File: src/rtl/bridge_req_host.sv
// Host-facing command window for core-to-host bridge requests: posts one arbitrated
// request as a status word plus eight params and tracks the host "ok"/"do" writes.
// Optional watchdog: define BRIDGE_REQ_HOST_TIMEOUT_EN to enable the request timeout.
module bridge_req_host #(
  parameter logic [31:0] BASE_ADDR      = 32'hF800_1000,
  parameter logic [31:0] TIMEOUT_CYCLES = 32'd74_250_000
) (
  input  logic         clk,
  input  logic         reset,
  input  logic [31:0]  bridge_addr,
  input  logic         bridge_rd,
  output logic [31:0]  bridge_rd_data,
  input  logic         bridge_wr,
  input  logic [31:0]  bridge_wr_data,
  input  logic         req_valid,
  input  logic [15:0]  req_word,
  input  logic [255:0] req_param,
  output logic         req_ack,
  output logic         req_done,
  output logic [15:0]  req_result
);

  typedef enum logic [2:0] {
    IDLE,
    POST,
    WAIT_ACK,
    WAIT_DONE,
    DONE
  } state_t;

  localparam logic [15:0] MAGIC_CM = 16'h636D;
  localparam logic [15:0] MAGIC_OK = 16'h6F6B;
  localparam logic [15:0] MAGIC_DO = 16'h646F;

  state_t      state_reg, state_next;
  logic [15:0] word_reg;
  logic [31:0] param_reg [8];
  logic [31:0] status_reg, status_next;
  logic [31:0] rd_data_reg, rd_data_next;
  logic        ack_reg, ack_next;
  logic        done_reg, done_next;
  logic [15:0] result_reg, result_next;
  logic        timeout_hit;

  logic [31:0] offset;
  logic        status_wr;
  logic        is_ok;
  logic        is_do;
  logic        in_param_area;

  // Decoding on the offset from BASE_ADDR keeps the window relocatable.
  assign offset        = bridge_addr - BASE_ADDR;
  assign status_wr     = bridge_wr && (offset == 32'd0);
  assign is_ok         = status_wr && (bridge_wr_data[31:16] == MAGIC_OK);
  assign is_do         = status_wr && (bridge_wr_data[31:16] == MAGIC_DO);
  assign in_param_area = (offset[31:5] == 27'd1) && (offset[1:0] == 2'b00);

`ifdef BRIDGE_REQ_HOST_TIMEOUT_EN
  logic [31:0] timer_reg;

  // Cleared during POST so the first WAIT_ACK cycle counts as zero.
  always_ff @(posedge clk) begin
    if (reset || state_reg == POST) begin
      timer_reg <= '0;
    end else if (state_reg == WAIT_ACK || state_reg == WAIT_DONE) begin
      timer_reg <= timer_reg + 32'd1;
    end
  end

  assign timeout_hit = (state_reg == WAIT_ACK || state_reg == WAIT_DONE) &&
                       (timer_reg >= TIMEOUT_CYCLES - 32'd1);
`else
  logic unused_timeout;
  assign unused_timeout = ^TIMEOUT_CYCLES;
  assign timeout_hit    = 1'b0;
`endif

  always_comb begin
    state_next  = state_reg;
    status_next = status_reg;
    result_next = result_reg;
    ack_next    = 1'b0;
    done_next   = 1'b0;
    case (state_reg)
      IDLE: begin
        if (req_valid) state_next = POST;
      end
      POST: begin
        state_next  = WAIT_ACK;
        status_next = {MAGIC_CM, word_reg};
      end
      WAIT_ACK: begin
        // A "do" write beats expiry; expiry beats a late "ok" so the counter cannot overrun.
        if (is_do) begin
          state_next  = DONE;
          ack_next    = 1'b1;
          result_next = bridge_wr_data[15:0];
        end else if (timeout_hit) begin
          state_next  = DONE;
          result_next = 16'hFFFF;
        end else if (is_ok) begin
          state_next  = WAIT_DONE;
          ack_next    = 1'b1;
          status_next = {MAGIC_OK, 16'h0000};
        end
      end
      WAIT_DONE: begin
        if (is_do) begin
          state_next  = DONE;
          result_next = bridge_wr_data[15:0];
        end else if (timeout_hit) begin
          state_next  = DONE;
          result_next = 16'hFFFF;
        end
      end
      DONE: begin
        state_next = IDLE;
      end
      default: begin
        state_next = IDLE;
      end
    endcase
    if (state_next == DONE) begin
      done_next   = 1'b1;
      status_next = '0;
    end
  end

  // Reads sample status_reg before this cycle's write lands, giving pre-write data.
  always_comb begin
    rd_data_next = rd_data_reg;
    if (bridge_rd) begin
      if (offset == 32'd0) begin
        rd_data_next = status_reg;
      end else if (in_param_area) begin
        rd_data_next = param_reg[offset[4:2]];
      end else begin
        rd_data_next = '0;
      end
    end
  end

  always_ff @(posedge clk) begin
    if (reset) begin
      state_reg   <= IDLE;
      status_reg  <= '0;
      rd_data_reg <= '0;
      ack_reg     <= 1'b0;
      done_reg    <= 1'b0;
      result_reg  <= '0;
      word_reg    <= '0;
    end else begin
      state_reg   <= state_next;
      status_reg  <= status_next;
      rd_data_reg <= rd_data_next;
      ack_reg     <= ack_next;
      done_reg    <= done_next;
      result_reg  <= result_next;
      if (state_reg == IDLE && req_valid) word_reg <= req_word;
    end
  end

  always_ff @(posedge clk) begin
    for (int i = 0; i < 8; i++) begin
      if (reset) begin
        param_reg[i] <= '0;
      end else if (state_reg == IDLE && req_valid) begin
        param_reg[i] <= req_param[32*i +: 32];
      end
    end
  end

  assign bridge_rd_data = rd_data_reg;
  assign req_ack        = ack_reg;
  assign req_done       = done_reg;
  assign req_result     = result_reg;

endmodule

File: config.mk
export PLATFORM = sky130hd
export DESIGN_NAME = bridge_req_host
export DESIGN_NICKNAME = d
export VERILOG_FILES = /design/src/rtl/bridge_req_host.sv
export SDC_FILE = /design/constraint.sdc
export NUM_CORES = 1
export LEC_CHECK = 0
export BUFFER_PORTS_ARGS = -buffer_cell sky130_fd_sc_hd__buf_2
export CORE_MARGIN = 2
export CORE_UTILIZATION = 40
export DETAILED_ROUTE_END_ITERATION = 10
export GPL_ROUTABILITY_DRIVEN = 1
export GPL_TIMING_DRIVEN = 0
export MAX_ROUTING_LAYER = met4
export PLACE_DENSITY_LB_ADDON = 0.08
export SYNTH_ARGS = -nofsm -noshare
export SYNTH_HDL_FRONTEND = slang
export SYNTH_SLANG_ARGS = --single-unit
File: constraint.sdc
create_clock -name clk -period 8.75 [get_ports clk]
set_input_delay 1.3125 -clock clk [delete_from_list [all_inputs] [get_ports clk]]
set_output_delay 1.3125 -clock clk [all_outputs]
set_load 0.01 [all_outputs]
==> summary.md <==
| Metric | Value |
|---|---|
| Delay of the slowest cell on the worst path | 800 ps |
| Stages on worst setup path | 6 |
| Dpl ws | 4170 ps |
| Pin slew with the least headroom to its limit | 1130 ps |
| First-pass GRT wire length | 74600 um |
| Vias in the first global route | roughly 12k |
| Root Driver | clkbuf_16 |
| Row cnt | 72 |
| CTS Buf Count | 39 |
| Longest Clk Path Bufs | 3 |
| CP startpoint kind | input pin |
| Nets | 1983 |
| Status | completed |
| Critical path's slowest cell | nor4b_1 |
| Initial antenna violation count | 17 |
| Post-Syn Area per Cell | 12.9 um^2 |
| Worst path top cell family by delay | simple AND/OR/NAND/NOR gates |
| Maximum VDD drop | 0.111 mV |
| Register area share after synthesis | 0.607 |
| Total grt overflow | 0 |
| Final count of pins violating max slew | 0 |
| Hold Crit Class | flop to flop |
| Clock sink count | 344 |
| Worst path cell trace | buf_2 > nor4b_1 > clkbuf_1 > or2_4 > buf_16 > buf_16 |
| FF+latch count, synth | roughly 340 |
| MaxCap Viol Count | 0 |
| Via count | 11.9k |
| Clock-pin slew on the worst setup and hold paths | 60 ps |
| Ports | a little under 400 |
| Arrival time worst endpoint | 4260 ps |
| Vias/cell | 5.40 |
| Layout cells sized above 1 | 0.331 |
| DR WL/cell | 23.1 um |
| Detailed placer's ending HPWL | 38600 um |
| Die Wd | 201 um |
| Post-CTS setup buffer count | 0 |
| PnR worst setup slack | 4710 ps |
| Clk_skew | approximately 20 ps |
| CP Max Fanout | 58 |
| Drt first-iter violations | 795 |
| Die Ht | 201 um |
| Port Buffers | approximately 390 |
| Most common cell after layout, fill and taps aside | buf_2 |
| Synth top area cells | edfxtp_1 49%, dfxtp_1 11%, and3_1 10% |
| Final setup fails | 0 |
| Hold WS | around 460 ps |
| CP Capture Type | flop |
| Total Wirelength | 50900 um |
| Power Density | 201 mW/mm^2 |
| Period utilisation layout | 0.462 |
| Library cells used by synthesis | 67 |
| Most frequent cells in the layout | 397 x buf_2, 258 x and3_1, 256 x edfxtp_1 |
| F_max | around 0.25 GHz |
| All-layer global routing usage | 0.256 |
| Period minus WS final | 4040 ps |
| Synthesized Nets | 1550 |
| CP required | 8970 ps |
| Hold depth | 2 |
| # hold bufs at CTS | 0 |
| Buf+Inv Stages, Crit Path | 4 |
| Post-synth EDFFs | 256 |
| DR DRC count | 0 |
| Synthesis-to-layout area growth | 25.1% |
| Most used cell, CP | buf_16 |
| TritonCTS clock tree | built |
| Hold Vio Cnt, Final | 0 |
| Setup_tns | 0 ps |
| Max FFs per register | between 200 and 300 |
| Yosys Warn Count | 0 |
| H-tree depth | 2 |
| Latest clock arrival within the worst-skew pair | 560 ps |
| TritonRoute pass-1 iters | 5 |
| Pleak | around 8.5 nW |
| RSZ-0062 raised after global routing | no |
| Initial Util | 0.404 |
| Kind of critical path | input pin to flop |
| Top FF cell, synth | edfxtp_1 |
| Die ar. | ~0.041 mm^2 |
| ANT nets after route | 0 |
| Cell area after synthesis | roughly 0.016 mm^2 |
| Share of the synthesized area in the top cell type | 0.493 |
| Largest net degree at the start of global routing | 59 |
| Gate Count Post-Synth | 1207 |
| Register-to-Register Path Depth | 6 |
| Post_cts resized | 0 |
| Slew margin rel. | 0.248 |
| Global placer's final weighted congestion | 0.885 |
| Post-synth top area cell | edfxtp_1 |
| Core area | 0.0386 mm^2 |
| Async set-reset flop share out of synthesis | 0 |
[layer usage]
metal / vias to the layer above / GRT usage / wire (um)
met5: - / - / 0
met4: 0 / 0.0720 / 1120
met3: 60 / 0.0497 / 3630
met2: 432 / 0.400 / 23800
met1: 5841 / 0.343 / 22300
li1: 5555 / - / -
[worst register-to-register path: cells and delay by family, from the launching register on]
family                 cells  cell delay [ps]
buffers and inverters      4             1490
and+or+nand+nor            2             1640
DFF                        1              320
[stage by stage]
| step | total power, W | cells | util | instance area [um^2] |
|---|---|---|---|---|
| after floorplan | 0.00219 | 1207 | - | 15600 |
| after global placement | 0.00242 | 2113 | 0.471 | 18200 |
| after detailed placement | 0.00242 | 2117 | 0.474 | 18300 |
| after CTS | 0.00395 | 2187 | 0.504 | 19400 |
| after global routing | 0.00406 | 2203 | 0.505 | 19500 |
| final | 0.00393 | 2203 | 0.505 | 19500 |
[worst paths after layout]
kind | start | to | slack (ps)
worst max-delay path | req_valid | param_reg[3][8] | 4710
worst min-delay path | bridge_rd_data[23] | bridge_rd_data[23] | 460
worst max register to register | state_reg[2] | param_reg[3][8] | 4900
worst min register to register | bridge_rd_data[23] | bridge_rd_data[23] | 460
[report_power, final]
part	leakage [nW]	internal, W	total [W]	switching (W)
Clock	0.572	0.000886	0.00154	0.000657
Sequential	3.48	0.00189	0.00192	0.0000346
Combinational	4.46	0.000190	0.000458	0.000268
Total	8.51	0.00297	0.00393	0.000960
[cell usage after synthesis (2+ instances only)]
library cell / count
nor4b_1: 3
dfxtp_1: 88
mux2i_1: 24
buf_1: 7
clkbuf_1: 92
buf_6: 3
and4b_1: 4
a2111oi_2: 2
a31oi_1: 4
nand4b_1: 2
nand4_1: 46
or3_1: 3
nor2_1: 38
o21ai_0: 35
o211ai_2: 10
or4_1: 3
buf_2: 9
or2_2: 2
and2_1: 2
and3_1: 258
nand2_1: 80
nand3b_1: 2
a21oi_1: 59
nand3_1: 6
inv_1: 20
ha_1: 2
o211ai_1: 8
nor2b_1: 2
mux2_2: 8
a211oi_1: 10
nor4_1: 5
buf_4: 2
and4_1: 2
nor3_1: 12
mux4_2: 64
nand2b_1: 4
edfxtp_1: 256
[cells by family after synthesis]
| group | after synthesis | synth area share |
|---|---|---|
| simple gates | 482 | 0.179 |
| flops | 344 | 0.607 |
| compound gates | 147 | 0.0630 |
| buf+inv | 134 | 0.0349 |
| mux | 96 | 0.114 |
| xor+xnor | 2 | 0.00112 |
| fa+ha+maj | 2 | 0.00161 |
[area by class of cell]
| cell class | count | area, um^2 |
|---|---|---|
| fill | 3609 | 19100 |
| clock buffer | 56 | 1080 |
| multi-input combinational | 729 | 5590 |
| buffer | 113 | 465 |
| clock inverter | 14 | 87.6 |
| tap | 518 | 648 |
| inverter | 21 | 78.8 |
| timing repair buffer | 392 | 2050 |
| sequential | 344 | 9450 |
| antenna | 16 | 40.0 |
Note: power is estimated with default switching activity, not from simulation.
